## src/rtl/pipe_pkg.sv

```systemverilog
// Shared pipeline definitions: T_new and register-index widths, stage constants,
// write-back select encoding and the saturating T_new decrement.
package pipe_pkg;

  localparam int PIPE_TNEW_W = 2;
  localparam int PIPE_A3_W   = 5;

  localparam logic [PIPE_TNEW_W-1:0] TNEW_ZERO = '0;
  localparam logic [PIPE_TNEW_W-1:0] TNEW_E    = 2'd2;
  localparam logic [PIPE_TNEW_W-1:0] TNEW_M    = 2'd1;

  // Write-back source select carried opaquely inside the payload.
  typedef enum logic [1:0] {
    SELW_ALU = 2'd0,
    SELW_DM  = 2'd1,
    SELW_PC8 = 2'd2
  } selw_e;

  // Saturating decrement; callers zero-extend into and truncate out of 32 bits.
  function automatic logic [31:0] tnew_dec(input logic [31:0] x);
    return (x == 32'd0) ? 32'd0 : x - 32'd1;
  endfunction

endpackage

```

## src/rtl/pipe_entry.sv

```systemverilog
// One held pipeline bundle: valid, destination, regwrite, T_new and payload.
// Clear beats load; a held entry's T_new counts down every clock.
module pipe_entry
  import pipe_pkg::*;
#(
  parameter int PAYLOAD_W = 128,
  parameter int A3_W      = PIPE_A3_W,
  parameter int TNEW_W    = PIPE_TNEW_W
) (
  input  logic                 clk,
  input  logic                 reset,
  input  logic                 clear,
  input  logic                 load,
  input  logic [PAYLOAD_W-1:0] ld_payload,
  input  logic [A3_W-1:0]      ld_a3,
  input  logic                 ld_regwrite,
  input  logic [TNEW_W-1:0]    ld_tnew,
  output logic                 valid,
  output logic [PAYLOAD_W-1:0] payload,
  output logic [A3_W-1:0]      a3,
  output logic                 regwrite,
  output logic [TNEW_W-1:0]    tnew
);

  // NOTE: sequential state uses non-blocking assignments so every register
  // samples pre-edge values regardless of block evaluation order.
  // NOTE: the payload register is reset as well, so an empty entry always reads
  // as all-zero and the output gating stays trivially correct.
  always_ff @(posedge clk) begin
    if (reset || clear) begin
      valid    <= 1'b0;
      payload  <= '0;
      a3       <= '0;
      regwrite <= 1'b0;
      tnew     <= '0;
    end else if (load) begin
      valid    <= 1'b1;
      payload  <= ld_payload;
      a3       <= ld_a3;
      regwrite <= ld_regwrite;
      tnew     <= TNEW_W'(tnew_dec(32'(ld_tnew)));
    end else begin
      tnew     <= TNEW_W'(tnew_dec(32'(tnew)));
    end
  end

endmodule

```

## src/rtl/pipe_stage_elastic.sv

```systemverilog
// Elastic valid/ready pipeline boundary register with optional 2-entry skid buffer,
// T_new countdown, forwarding-ready flag, backpressure stall and flush.
module pipe_stage_elastic
  import pipe_pkg::*;
#(
  parameter int PAYLOAD_W = 128,
  parameter int A3_W      = PIPE_A3_W,
  parameter int TNEW_W    = PIPE_TNEW_W,
  parameter bit SKID_EN   = 1'b1
) (
  input  logic                 clk,
  input  logic                 reset,
  input  logic                 flush,
  input  logic                 in_valid,
  output logic                 in_ready,
  input  logic [PAYLOAD_W-1:0] in_payload,
  input  logic [A3_W-1:0]      in_a3,
  input  logic                 in_regwrite,
  input  logic [TNEW_W-1:0]    in_tnew,
  output logic                 out_valid,
  input  logic                 out_ready,
  output logic [PAYLOAD_W-1:0] out_payload,
  output logic [A3_W-1:0]      out_a3,
  output logic                 out_regwrite,
  output logic [TNEW_W-1:0]    out_tnew,
  output logic                 fwd_ok,
  output logic [1:0]           occupancy
);

  logic                 head_valid, skid_valid;
  logic [PAYLOAD_W-1:0] head_payload, skid_payload;
  logic [A3_W-1:0]      head_a3, skid_a3;
  logic                 head_regwrite, skid_regwrite;
  logic [TNEW_W-1:0]    head_tnew, skid_tnew;

  logic accept, pop, from_skid;
  logic head_load, head_clear;

  // Flush discards the presented bundle even when in_ready is high.
  assign accept = in_valid & in_ready & ~flush;
  assign pop    = head_valid & out_ready;

  generate
    if (SKID_EN) begin : g_skid
      logic skid_load, skid_clear;

      assign in_ready   = ~skid_valid;
      assign from_skid  = pop & skid_valid;
      assign head_load  = from_skid | (accept & (~head_valid | pop));
      assign head_clear = flush | (pop & ~head_load);
      assign skid_load  = accept & head_valid & ~pop;
      assign skid_clear = flush | from_skid;

      pipe_entry #(
        .PAYLOAD_W (PAYLOAD_W),
        .A3_W      (A3_W),
        .TNEW_W    (TNEW_W)
      ) u_skid (
        .clk         (clk),
        .reset       (reset),
        .clear       (skid_clear),
        .load        (skid_load),
        .ld_payload  (in_payload),
        .ld_a3       (in_a3),
        .ld_regwrite (in_regwrite),
        .ld_tnew     (in_tnew),
        .valid       (skid_valid),
        .payload     (skid_payload),
        .a3          (skid_a3),
        .regwrite    (skid_regwrite),
        .tnew        (skid_tnew)
      );
    end else begin : g_single
      assign in_ready      = ~head_valid | out_ready;
      assign from_skid     = 1'b0;
      assign head_load     = accept;
      assign head_clear    = flush | (pop & ~accept);
      assign skid_valid    = 1'b0;
      assign skid_payload  = '0;
      assign skid_a3       = '0;
      assign skid_regwrite = 1'b0;
      assign skid_tnew     = '0;
    end
  endgenerate

  pipe_entry #(
    .PAYLOAD_W (PAYLOAD_W),
    .A3_W      (A3_W),
    .TNEW_W    (TNEW_W)
  ) u_head (
    .clk         (clk),
    .reset       (reset),
    .clear       (head_clear),
    .load        (head_load),
    .ld_payload  (from_skid ? skid_payload  : in_payload),
    .ld_a3       (from_skid ? skid_a3       : in_a3),
    .ld_regwrite (from_skid ? skid_regwrite : in_regwrite),
    .ld_tnew     (from_skid ? skid_tnew     : in_tnew),
    .valid       (head_valid),
    .payload     (head_payload),
    .a3          (head_a3),
    .regwrite    (head_regwrite),
    .tnew        (head_tnew)
  );

  assign out_valid    = head_valid;
  assign out_payload  = head_valid ? head_payload : '0;
  assign out_a3       = head_valid ? head_a3      : '0;
  assign out_regwrite = head_valid & head_regwrite;
  assign out_tnew     = head_valid ? head_tnew    : '0;
  assign fwd_ok       = out_valid & out_regwrite & (out_a3 != '0) & (out_tnew == TNEW_W'(0));
  assign occupancy    = {1'b0, head_valid} + {1'b0, skid_valid};

endmodule

```

## config.mk

```make
export PLATFORM = sky130hd
export DESIGN_NAME = pipe_stage_elastic
export DESIGN_NICKNAME = d
export VERILOG_FILES = /design/src/rtl/pipe_pkg.sv /design/src/rtl/pipe_entry.sv /design/src/rtl/pipe_stage_elastic.sv
export SDC_FILE = /design/constraint.sdc
export NUM_CORES = 1
export LEC_CHECK = 0
export ABC_AREA = 1
export BUFFER_PORTS_ARGS = -buffer_cell sky130_fd_sc_hd__buf_4
export CAP_MARGIN = 10
export CORE_AREA = 2 2 246 188
export CTS_CLUSTER_DIAMETER = 100
export CTS_CLUSTER_SIZE = 28
export DETAILED_ROUTE_END_ITERATION = 7
export DIE_AREA = 0 0 248 190
export PLACE_DENSITY_LB_ADDON = 0.1
export SYNTH_ARGS = -nofsm -noshare
export SYNTH_HDL_FRONTEND = slang
export SYNTH_SLANG_ARGS = --single-unit
```

## constraint.sdc

```tcl
create_clock -name clk -period 1.4 [get_ports clk]
set_input_delay 0.21 -clock clk [delete_from_list [all_inputs] [get_ports clk]]
set_output_delay 0.21 -clock clk [all_outputs]
set_load 0.01 [all_outputs]
```

# Yosys cells after proc, flatten, opt, wreduce, memory -nomap -nowiden
# Cells that the tools add are included.
# W data, S select, Z words.
[op_classes]
add_sub_neg = 5
muxes = 13
bitwise = 21
reduce_logical = 8
[ops]
columns = ["operator", "count"]
rows = [
  ["$mux W128", 2],
  ["$mux W2", 8],
  ["$and A1 B1 Y1", 12],
  ["$logic_not A2 Y1", 5],
  ["$mux W5", 2],
  ["$sub A2 B1 Y2 const B", 4],
  ["$not A1 Y1", 5],
  ["$reduce_bool A5 Y1", 1],
  ["$or A1 B1 Y1", 4],
  ["$add A1 B1 Y2", 1],
  ["$logic_or A1 B1 Y1", 2],
  ["$mux W1", 1],
]
[word_totals]
regBits = 274
output_inout_bits = 141
wordCells = 57

# Longest topological paths before layout
[depth]
word_depth = 9
ltp_mapped = 9
depth_no_buf = 6

# Cells and area by module
# A second synthesis with hierarchy kept.
[hier_totals]
hier_cells = 1934
hier_area_um2 = 12793.5
[modules_own_cells]
columns = ["module", "instances", "cells_each", "area_each_um2"]
rows = [
  ["pipe_entry", 2, 595, 4848.4],
  ["pipe_stage_elastic", 1, 744, 3096.7],
]

# Worst setup path after synthesis
# No wires, ideal clock.
[synth_timing]
path_type = "register to output"
from = "register u_head.valid"
to = "output fwd_ok"
arrival_ns = 1.319
required_ns = 1.190
path_slack_ns = -0.129
path_stages_with_launch = 7
path_cell_list = "dfxtp_1 buf_4 clkbuf_1 nand2_1 inv_1 nor3_1 nor3_1"
[synth_via]
elab_chain_len = 4
[synth_rtl]
columns = ["item", "line_no", "text"]
rows = [
  ["start: declaration", "pipe_entry.sv:18", "output logic valid,"],
  ["start signal: assignment", "pipe_entry.sv:31", "valid <= 1'b0;"],
  ["start signal: assignment", "pipe_entry.sv:37", "valid <= 1'b1;"],
  ["$mux W5", "pipe_stage_elastic.sv:108", "assign out_a3 = head_valid ? head_a3 : '0;"],
  ["via out_a3[1]", "pipe_stage_elastic.sv:23", "output logic [A3_W-1:0] out_a3,"],
  ["$reduce_bool A5 Y1", "pipe_stage_elastic.sv:111", "assign fwd_ok = out_valid & out_regwrite & (out_a3 != '0) & (out_tnew == TNEW_W'(0));"],
  ["$and A1 B1 Y1 (2 in a row)", "pipe_stage_elastic.sv:111", ""],
  ["end: declaration", "pipe_stage_elastic.sv:26", "output logic fwd_ok,"],
]
# The timed path passes the listed nets, and every way through them passes these cells.

# Final worst setup path
[layout_timing]
from = "register u_head.valid"
to = "output fwd_ok"
[layout_via]
elab_chain_len = 4
[layout_rtl]
columns = ["item", "line_no"]
rows = [
  ["$mux W5 / $and A1 B1 Y1 (equally long branches)", "pipe_stage_elastic.sv:108, pipe_stage_elastic.sv:109"],
  ["$reduce_bool A5 Y1 / $and A1 B1 Y1 (equally long branches)", "pipe_stage_elastic.sv:111"],
  ["$and A1 B1 Y1", "pipe_stage_elastic.sv:111"],
  ["$and A1 B1 Y1 (*)", "pipe_stage_elastic.sv:111"],
]
# Mark *: on every way between the ends. The rest lies on a longest branch, timed or not.

==> metrics <==
total power roughly 0.015 W; total CTS buffers 14; Antenna Nets Post-Route 0; Slew Limit Fails 0; I/O Buffers about 280; Slew @ Worst Pin 0.3797 ns; total core area 45010 um2; Comb pwr share 15.9%; Syn Nets 1961; Post-synth EDFFs 0; RSZ-0062 raised after global routing yes; YS warnings 0; Iter 0 DRT Violations 645; vias in the first global route between 10000 and 15000; footprint of the multi-input gates 6078 um2; sw frac between 20% and 30%; die footprint 47120 um2; Critical Path RT 1.19 ns; Internal approximately 0.011 W; Hold WC Path Type input port to register; crit end category primary output; f_max 527.7 MHz; Routed WL per cell 17.05 um; gpl congestion between 0.7 and 0.8; Via density 4.648; Primary FF master, synth dfxtp_1; sequential share of the synthesized area 44.32%; clock input transition at the sequential cells of the worst setup and hold paths 0.13 ns; Max VDD drop 0.0007741 V; Root Buffer clkbuf_16; vias after detailed routing 13470; NumNets Final 2437; die height between 150 and 200 um; Cell Rows between 60 and 70; worst setup margin -0.4950 ns; status finished, violations left; register share of total power a little over half; endpoints failing hold 0; Seq cells post-synth between 200 and 300; number of fill cells 4461; Worst path top cell family by delay flip-flops; max_cap viols 0; Power per Cell Area approximately 730 nW/um2; setup TNS -143.25 ns; commonest non-fill, non-tap cell in the layout nand2_1; DP Area 15660 um2; Syn Inst Count 1819; first-pass GRT wire length 69.08 mm; layout cells sized above 1 32.71%; CTS tree yes; Worst Setup Start Kind register; CTS max path bufs 3; Worst Path Arrival 1.68 ns; CP most frequent cell buf_12; Clock power frac 32.1%; Starting Density a little over a quarter; DRC viols 0; slowest cell delay on critical path 0.42 ns; failing checks negative setup slack; most frequent cells in the layout nand2_1, buf_4, dfxtp_1; Yosys cell types 23; clk sink count 274; pin count of the biggest net entering global routing around 80; fin util 46.57%; crit path time final 1.895 ns; Rel. slew slack 74.69%; Static Leakage a little under 10 nW; Ports 282; crit path cell chain buf_12, buf_12, nand2_4, nor3_4, buf_6; WL final 49.40 mm; Die Wd between 200 and 250 um; Synth async-reset ratio 0%; antenna violations before repair 3; final instance area 20960 um2; Area Overhead vs Synth 69.38%; CP max FO 8; synthesized area approximately 12000 um2; Final setup viols 414; worst path bufs/invs 3; Net Sw Power 0.004086 W; clk_skew 0.06033 ns; placed wire-length estimate around 26 mm; drt pass-1 iters 5; total global routing overflow 0; syn avg cell area ~7 um2; Worst Path Class, Setup register to primary output; GRT Resource Usage Total a little under a fifth; slowest CP cell dfxtp_4; Clk Latency, worst-skew pair 0.54 ns; fin crit share 135.4%; # H-tree levels 1; register area between 5000 and 6000 um2
==> cell usage after synthesis (2+ instances only) <==
cell type  count  area, um2
a21oi_1      274       1371
buf_1          3      11.26
buf_2         68      340.3
buf_4         14      105.1
buf_6          4      45.04
clkbuf_1      59      221.5
dfxtp_1      274       5485
inv_1        278       1044
inv_2          4      15.01
nand2_1      414       1554
nand3_1      141      705.7
nand3_2        2      20.02
nand4_1        6      37.54
nor2_1         2      7.510
nor3_1         2      10.01
o21ai_0      224       1121
o21ai_1       44      220.2
==> power groups by stage <==
stage | registers (W) | clock network, W | logic [W]
after global routing | 0.00798 | 0.00534 | 0.00262
after CTS | 0.00795 | 0.00509 | 0.00207
after detailed placement | 0.00812 | 0 | 0.00145
after floorplan | 0.00811 | 0 | 0.000704
after global placement | 0.00812 | 0 | 0.00145
final | 0.00796 | 0.00490 | 0.00243
==> worst reg2reg max path, stage by stage (launching register included) <==
cell and delay, ns:
dfxtp_4 0.42, buf_12 0.12, buf_6 0.10, buf_6 0.09, nand3_4 0.13, buf_8 0.19, buf_16 0.16, buf_12 0.15
buf_16 0.13, o21ai_2 0.10, nand2_1 0.07, a21oi_2 0.12
==> cells by family after synthesis <==
kind of cell / share of synthesized area [%]
AO/OA/AOI/OAI: 21.92
AND/OR/NAND/NOR: 19.26
buffers and inverters: 14.40
flip-flops: 44.32
adder cells (fa/ha/maj): 0.1011
==> timing repair <==
item                       CTS  global route
resized for setup          254           284
buffers inserted            30            20
pin swaps                   27            43
cloned                      34            34
setup endpoints to repair  365           414
hold endpoints to repair   132             2
hold buffers               130             2
==> per-layer routing <==
layer	track usage [%]	vias up	share of wire, %	wire (um)
li1	-	6765	-	-
met1	24.76	6429	46	22740
met2	31.98	229	49	24150
met3	2.497	43	3.3	1654
met4	3.339	0	1.7	852
met5	0	-	0	0
==> sequential cells by signal, summed over array words and instances, names as in the netlist <==
| register | flops |
|---|---|
| g_skid.u_skid.payload | 128 |
| u_head.payload | 128 |
| g_skid.u_skid.a3 | 5 |
| u_head.a3 | 5 |
| g_skid.u_skid.tnew | 2 |
| u_head.tnew | 2 |
| g_skid.u_skid.regwrite | 1 |
| g_skid.u_skid.valid | 1 |
| u_head.regwrite | 1 |
| u_head.valid | 1 |
==> final cells by class <==
type | instances | share of cell area (%)
antenna | 3 | 0.03581
clock buffer | 17 | 1.827
timing repair buffer | 608 | 34.01
multi-input combinational | 1115 | 29.00
clock inverter | 3 | 0.2089
tap | 595 | 3.552
sequential | 274 | 26.19
inverter | 282 | 5.181
==> path summary, 6_finish.rpt <==
kind                                                from                                endpoint  cells past startpoint  slack [ns]
hold / removal                             in_payload[1]   g_skid.u_skid.payload[1]$_SDFFE_PP0P_                      3        0.01
setup reg to reg               u_head.valid$_SDFFE_PP0N_        u_head.payload[115]$_SDFFE_PP0N_                     11       -0.46
setup / recovery               u_head.valid$_SDFFE_PP0N_                                  fwd_ok                      5       -0.49
hold reg to reg   g_skid.u_skid.payload[58]$_SDFFE_PP0P_  g_skid.u_skid.payload[58]$_SDFFE_PP0P_                      2        0.45
==> through the flow <==
stage	setup slack, ns	hold slack, ns	instances
after floorplan	0.009035	0.3766	1819
after global placement	-0.1329	0.4308	2629
after detailed placement	-0.1510	0.4366	2629
after CTS	-0.5084	0.0006646	2843
after global routing	-0.5410	0.003132	2897
final	-0.4950	0.01022	2897
(Power assumes the default switching activity.)
